$ cat config.mk
export PLATFORM = sky130hd
export DESIGN_NAME = serial_sub
export DESIGN_NICKNAME = d
export VERILOG_FILES = /design/src/rtl/serial_sub_pkg.sv /design/src/rtl/serial_sub_fsc.sv /design/src/rtl/serial_sub.sv
export SDC_FILE = /design/constraint.sdc
export NUM_CORES = 1
export LEC_CHECK = 0
export ABC_AREA = 1
export CORE_ASPECT_RATIO = 0.5
export CORE_UTILIZATION = 50
export DETAILED_ROUTE_END_ITERATION = 8
export HOLD_SLACK_MARGIN = 0.05
export PLACE_DENSITY = 0.78
export SKIP_CTS_REPAIR_TIMING = 1
export SLEW_MARGIN = 5
export SYNTH_ARGS = -nofsm -noshare
export SYNTH_HDL_FRONTEND = slang
export SYNTH_SLANG_ARGS = --single-unit
$ cat constraint.sdc
create_clock -name clk -period 1.3 [get_ports clk]
set_input_delay 0.325 -clock clk [delete_from_list [all_inputs] [get_ports clk]]
set_output_delay 0.325 -clock clk [all_outputs]
set_load 0.005 [all_outputs]
$ cat src/rtl/serial_sub_pkg.sv
// Shared types and sizing helpers for the bit-serial subtractor.
package serial_sub_pkg;

    localparam int unsigned DEFAULT_WIDTH = 8;
    localparam int unsigned CNT_W         = $clog2(DEFAULT_WIDTH);

    typedef enum logic [1:0] {
        IDLE = 2'd0,
        RUN  = 2'd1,
        DONE = 2'd2
    } state_t;

    // Bit counter width for a given operand width; never narrower than one bit.
    function automatic int unsigned cnt_width(input int unsigned w);
        return (w <= 1) ? 1 : $clog2(w);
    endfunction

endpackage

$ cat src/rtl/serial_sub_fsc.sv
// Full-subtractor cell: one bit of x - y - bin.
module fsc (
    input  logic x,
    input  logic y,
    input  logic bin,
    output logic d,
    output logic bout
);

    // Difference bit and borrow generated by this bit position.
    assign d    = x ^ y ^ bin;
    assign bout = (~x & y) | (~x & bin) | (y & bin);

endmodule

$ cat src/rtl/serial_sub.sv
// Bit-serial subtractor z = x - y - bin, LSB first, one bit per clock.
module serial_sub #(
    parameter int unsigned WIDTH = 8
) (
    input  logic             clk,
    input  logic             rst_n,
    input  logic             start,
    input  logic [WIDTH-1:0] x,
    input  logic [WIDTH-1:0] y,
    input  logic             bin,
    output logic             busy,
    output logic             done,
    output logic [WIDTH-1:0] z,
    output logic             bout
);

    import serial_sub_pkg::*;

    localparam int unsigned CNT_BITS = cnt_width(WIDTH);
    localparam logic [CNT_BITS-1:0] LAST_BIT = CNT_BITS'(WIDTH - 1);

    state_t              state;
    logic [WIDTH-1:0]    xs;
    logic [WIDTH-1:0]    ys;
    logic                brw;
    logic [CNT_BITS-1:0] cnt;

    logic                d_c;
    logic                brw_nxt_c;
    logic                accept_c;

    // Single subtractor cell fed from the LSBs of the operand shifters.
    fsc u_fsc (
        .x    (xs[0]),
        .y    (ys[0]),
        .bin  (brw),
        .d    (d_c),
        .bout (brw_nxt_c)
    );

    // A new operation is only taken when not mid-computation.
    assign accept_c = start && ((state == IDLE) || (state == DONE));

    // Control FSM, operand shifters, borrow flop and registered outputs.
    always_ff @(posedge clk or negedge rst_n) begin
        if (!rst_n) begin
            state <= IDLE;
            xs    <= '0;
            ys    <= '0;
            brw   <= 1'b0;
            cnt   <= '0;
            busy  <= 1'b0;
            done  <= 1'b0;
            z     <= '0;
            bout  <= 1'b0;
        end else if (accept_c) begin
            state <= RUN;
            xs    <= x;
            ys    <= y;
            brw   <= bin;
            cnt   <= '0;
            z     <= '0;
            busy  <= 1'b1;
            done  <= 1'b0;
        end else begin
            case (state)
                IDLE: begin
                    done <= 1'b0;
                    busy <= 1'b0;
                end
                RUN: begin
                    xs  <= xs >> 1;
                    ys  <= ys >> 1;
                    brw <= brw_nxt_c;
                    z   <= {d_c, z[WIDTH-1:1]};
                    cnt <= cnt + CNT_BITS'(1);
                    if (cnt == LAST_BIT) begin
                        state <= DONE;
                        cnt   <= '0;
                        busy  <= 1'b0;
                        done  <= 1'b1;
                        bout  <= brw_nxt_c;
                    end
                end
                DONE: begin
                    state <= IDLE;
                    done  <= 1'b0;
                    busy  <= 1'b0;
                end
                default: begin
                    state <= IDLE;
                    busy  <= 1'b0;
                    done  <= 1'b0;
                end
            endcase
        end
    end

endmodule
# After elaboration in Yosys (flattened, before gate mapping)
# Cells that the tools add are included.
# word_totals
romBits	0
latchBits	0
output_inout_bits	11
ramBits	0
memories	0
in_bits	20
word_cells	50
register_bits	33
# classes
n_reduce_logical	6
n_eq_ne	5
bitwise_logic	9
mux	20
n_mul	0
div	0
shift	0
n_addsub	1
order_cmp	0
# ops
operator	n
$mux 8	6
$mux 3	3
$mux 1	8
$mux 2	2
$pmux 2 s2	1
$add 3x1->3 const B	1
$and 1x1->1	3
$eq 3x3->1 const B	1
$ne 3x3->1 const B	1
$reduce_and 3->1	1
$eq 2x1->1 const B	1
$eq 2x2->1 const B	1
$logic_not 2->1	1
$ne 2x2->1 const B	1
$not 1->1	2
$or 1x1->1	2
$reduce_and 2->1	1
$reduce_bool 2->1	1
$xor 1x1->1	2
$logic_and 1x1->1	1
$logic_or 1x1->1	1

# Depth between registers and ports, before layout
# depth
depth_word	6
ltp_mapped	7
ltp_nobuf	6

# Cells and area by module
# Synthesis repeated with hierarchy kept, for this count alone.
# unflattened
cells_unflattened	188
hier_area_um2	1620.3
# modules_own_cells
module	n_inst	seq_area_each_um2	cells_each	area_each_um2
serial_sub	1	825.8	185	1592.8
fsc	1	0.0	3	27.5

# Least setup slack after synthesis
# Ideal clock, no wire load.
# synth_timing
path_kind	register to register
from	reg cnt[0]
to	reg bout
period_less_slack_ns	1.077
path_buffers	0
required_time_ns	1.184
setup_time_ns	0.116
path_stages_with_launch	7
path_slack_ns	0.223
arrival_time_ns	0.960
path_cell_list	dfrtp_1 ha_1 ha_1 inv_1 nor2_2 nand2_1 nand2_1
# synth_via
elab_chain_len	2
# synth_lines
element	line	source
start, declared	serial_sub.sv:26	logic [CNT_BITS-1:0] cnt;
start signal, assigned	serial_sub.sv:76	cnt <= cnt + CNT_BITS'(1);
$eq 3x3->1	serial_sub.sv:77	if (cnt == LAST_BIT) begin
$reduce_and 3->1 (no line)	n/a	
end signal, assigned	serial_sub.sv:82	bout <= brw_nxt_c;
end, declared	serial_sub.sv:14	output logic bout
# Every way passes these cells.
# A chain may end at the register's enable or synchronous reset.

# Worst setup path after layout
# Ends and elaborated chain as after synthesis.

==> impl_metrics.toml <==
[run_status]
run_status = "complete, no violations"

[placement]
place_congestion = 0.742
dpl.cell_count = 246
hpwl_um = 2110
port-buffer-count = 30

[detailed_routing]
avgViaCountPerCell = 5.07
wl_per_cell_um = 12.2
drt_iter0_markers = 79
firstDrtPassIters = 4
drc = 0
wirelength_um = 3200
postRouteAntennaNets = 0
vias = 1328

[setup_path]
cpPeakStageDelay_ns = 0.38
worst-path-max-fanout = 3
required_ns = 1.48
crit_path_end_kind = "flip-flop"
path_cells = "ha_1 > ha_1 > inv_1 > nor2_2 > nand2_1 > nand2_1"
worstSetupPathType = "reg -> reg"
cp-start-kind = "flip-flop"
cpMaxStageDelayCell = "dfrtp_1"
crit_arrival_ns = 1.39

[pwr]
pwr-share-clk_pct = 23.1
switchingPower_uw = 1740
p_sw_share_pct = 35.0
p_total_uw = 4980
power_frac_seq_pct = 35.4
irDropWorstVdd_mv = 1.35
power.leakage_uw = 0.00123
power.density_mw_per_mm2 = 2330
intPower_uw = 3230
p_comb_share_pct = 41.5

[die]
ios = 31
die_area_mm2 = 0.00333
core.rowCount = 13
die_h_um = 41.3
die_w_um = 80.7
initial_core_util_pct = 55.9
core_area_mm2 = 0.00277

[grt]
grt_pass1_vias = 1162
grt_max_degree = 35
grt_antenna_before_repair = 0
gr-total-overflow = 0
grt_pass1_wl_um = 5110
grt_usage_pct = 21.6

[yosys]
synth_seq_cells = 33
syn-instance-count = 181
synth.top_cell.area_share_pct = 53.4
synth.distinct_cells = 17
synthMostInstantiatedCell = "nand2_1"
synth_ff_type = "dfrtp_1"
yosysSeqAreaShare_pct = 53.4
synth.area.top_cells = "dfrtp_1 (53%), nand2_1 (17%), nand3_1 (14%)"
synth_edf_count = 0
yosysTopAreaCell = "dfrtp_1"
netlist_area_mm2 = 0.00155
synth_common_cells = "nand2_1 (69), nand3_1 (43), dfrtp_1 (33), inv_1 (12)"
avgSynthCellArea_um2 = 8.54
async_flop_share_pct = 100
ys_warn_count = 0
syn_nets = 204

[clock_tree]
cts_buffers = 5
clock_sinks = 33
htreeDepth = 2
clock_latency_ns = 0.28
tritoncts = "yes"
clockRootBuffer = "clkbuf_8"
clock_path_buffers = 2
clkTransAtPathRegs_ns = 0.07

[timing]
grt_setup_unrepaired = "false"
skew_ns = 0.00765
max_freq_mhz = 826
finalCritPeriodShare_pct = 93.1
hold_viol = 0
worst_slew_pin_slew_ns = 0.230
relSlewSlack_pct = 84.7
slew_viol_final = 0
setup_viol = 0
fin_crit_ns = 1.21

[min_path]
worstHoldPathType = "in -> async"

[layout]
num_antenna_cells = 0
syn_to_final_growth_pct = 37.9
drive_gt1_share_pct = 14.2
stdcell_count = 262
fin_util_pct = 77.1
nets = 247

[flow_run]
drv_cap = 0
cells by family (layout without fill, tap and decap cells):
family	count (synthesis)	after routing	share of synthesized area [%]
DFF	33	33	53.4
buffers and inverters	24	68	8.74
and+or+nand+nor	117	117	33.7
adders and majority gates	3	3	2.91
AOI/OAI and AO/OA	4	4	1.29
power by group through the flow:
stage | Combinational (uW) | Clock, uW | Sequential (uW)
after detailed placement | 1930 | 0 | 1790
after CTS | 1940 | 1160 | 1780
after global routing | 2350 | 1220 | 1810
after global placement | 1850 | 0 | 1780
after floorplan | 1350 | 0 | 1720
final | 2070 | 1150 | 1760
path summary, 6_finish.rpt:
kind,from,to,slack [ns],depth (start not counted)
hold reg to reg,bout$_DFFE_PN0P_,bout$_DFFE_PN0P_,0.47,2
min in group clk,bout$_DFFE_PN0P_,bout$_DFFE_PN0P_,0.47,2
setup / recovery,cnt[0]$_DFFE_PN0P_,bout$_DFFE_PN0P_,0.09,6
hold / removal,rst_n,ys[3]$_DFFE_PN0P_,0.40,2
setup reg to reg,cnt[0]$_DFFE_PN0P_,bout$_DFFE_PN0P_,0.09,6
max in group asynchronous,rst_n,state[0]$_DFFE_PN0P_,0.71,2
area by class of cell:
type                    instances  area (um^2)
fillers                       206          633
well taps                      37         46.3
multi-input cells             124          594
repair buffers                 46          475
clock buffers                   5         68.8
flip-flops and latches         33          827
clock inverters                 3         65.1
inverters                      14         55.1
cell usage in the layout, fill, tap and decap left out, drive strengths merged:
cell type,Yosys,final
clkdlybuf4s50,0,18
dfrtp,33,33
nand2,71,71
ha,2,2
nand3,43,43
clkbuf,0,5
buf,10,16
nor2,3,3
o21ai,4,4
bufinv,0,2
clkinv,0,1
inv,14,14
dlymetal6s2s,0,12
fa,1,1
metrics by stage:
step / setup WS [ns] / cell area, um^2 / hold slack [ns] / TNS [ns]
2_1_floorplan: 0.223 / 1550 / 0.0294 / 0
3_3_place_gp: -0.146 / 1900 / 0.457 / -2.91
3_5_place_dp: -0.178 / 1900 / 0.463 / -3.56
4_1_cts: -0.217 / 2030 / 0.405 / -2.04
5_1_grt: 0.00756 / 2130 / 0.407 / 0
6_report: 0.0897 / 2130 / 0.400 / 0
per-layer routing:
layer | part of all wire (%) | GRT usage, % | vias up
met5 | 0 | 0 | -
met1 | 49 | 28.4 | 640
li1 | - | - | 655
met3 | 4.3 | 6.52 | 2
met2 | 47 | 36.2 | 31
met4 | 0.37 | 5.36 | 0
sequential cells by signal, summed over array words and instances (netlist names):
register / cells
done: 1
state: 2
ys: 8
brw: 1
cnt: 3
bout: 1
xs: 8
busy: 1
z: 8
critical path, delay by kind of cell, from the launching register on:
kind                       cells  cell delay (ns)
DFF                            1             0.38
buffers and inverters          1             0.12
and+or+nand+nor                3             0.18
adders and majority gates      2             0.42
(Power assumes the default switching activity.)
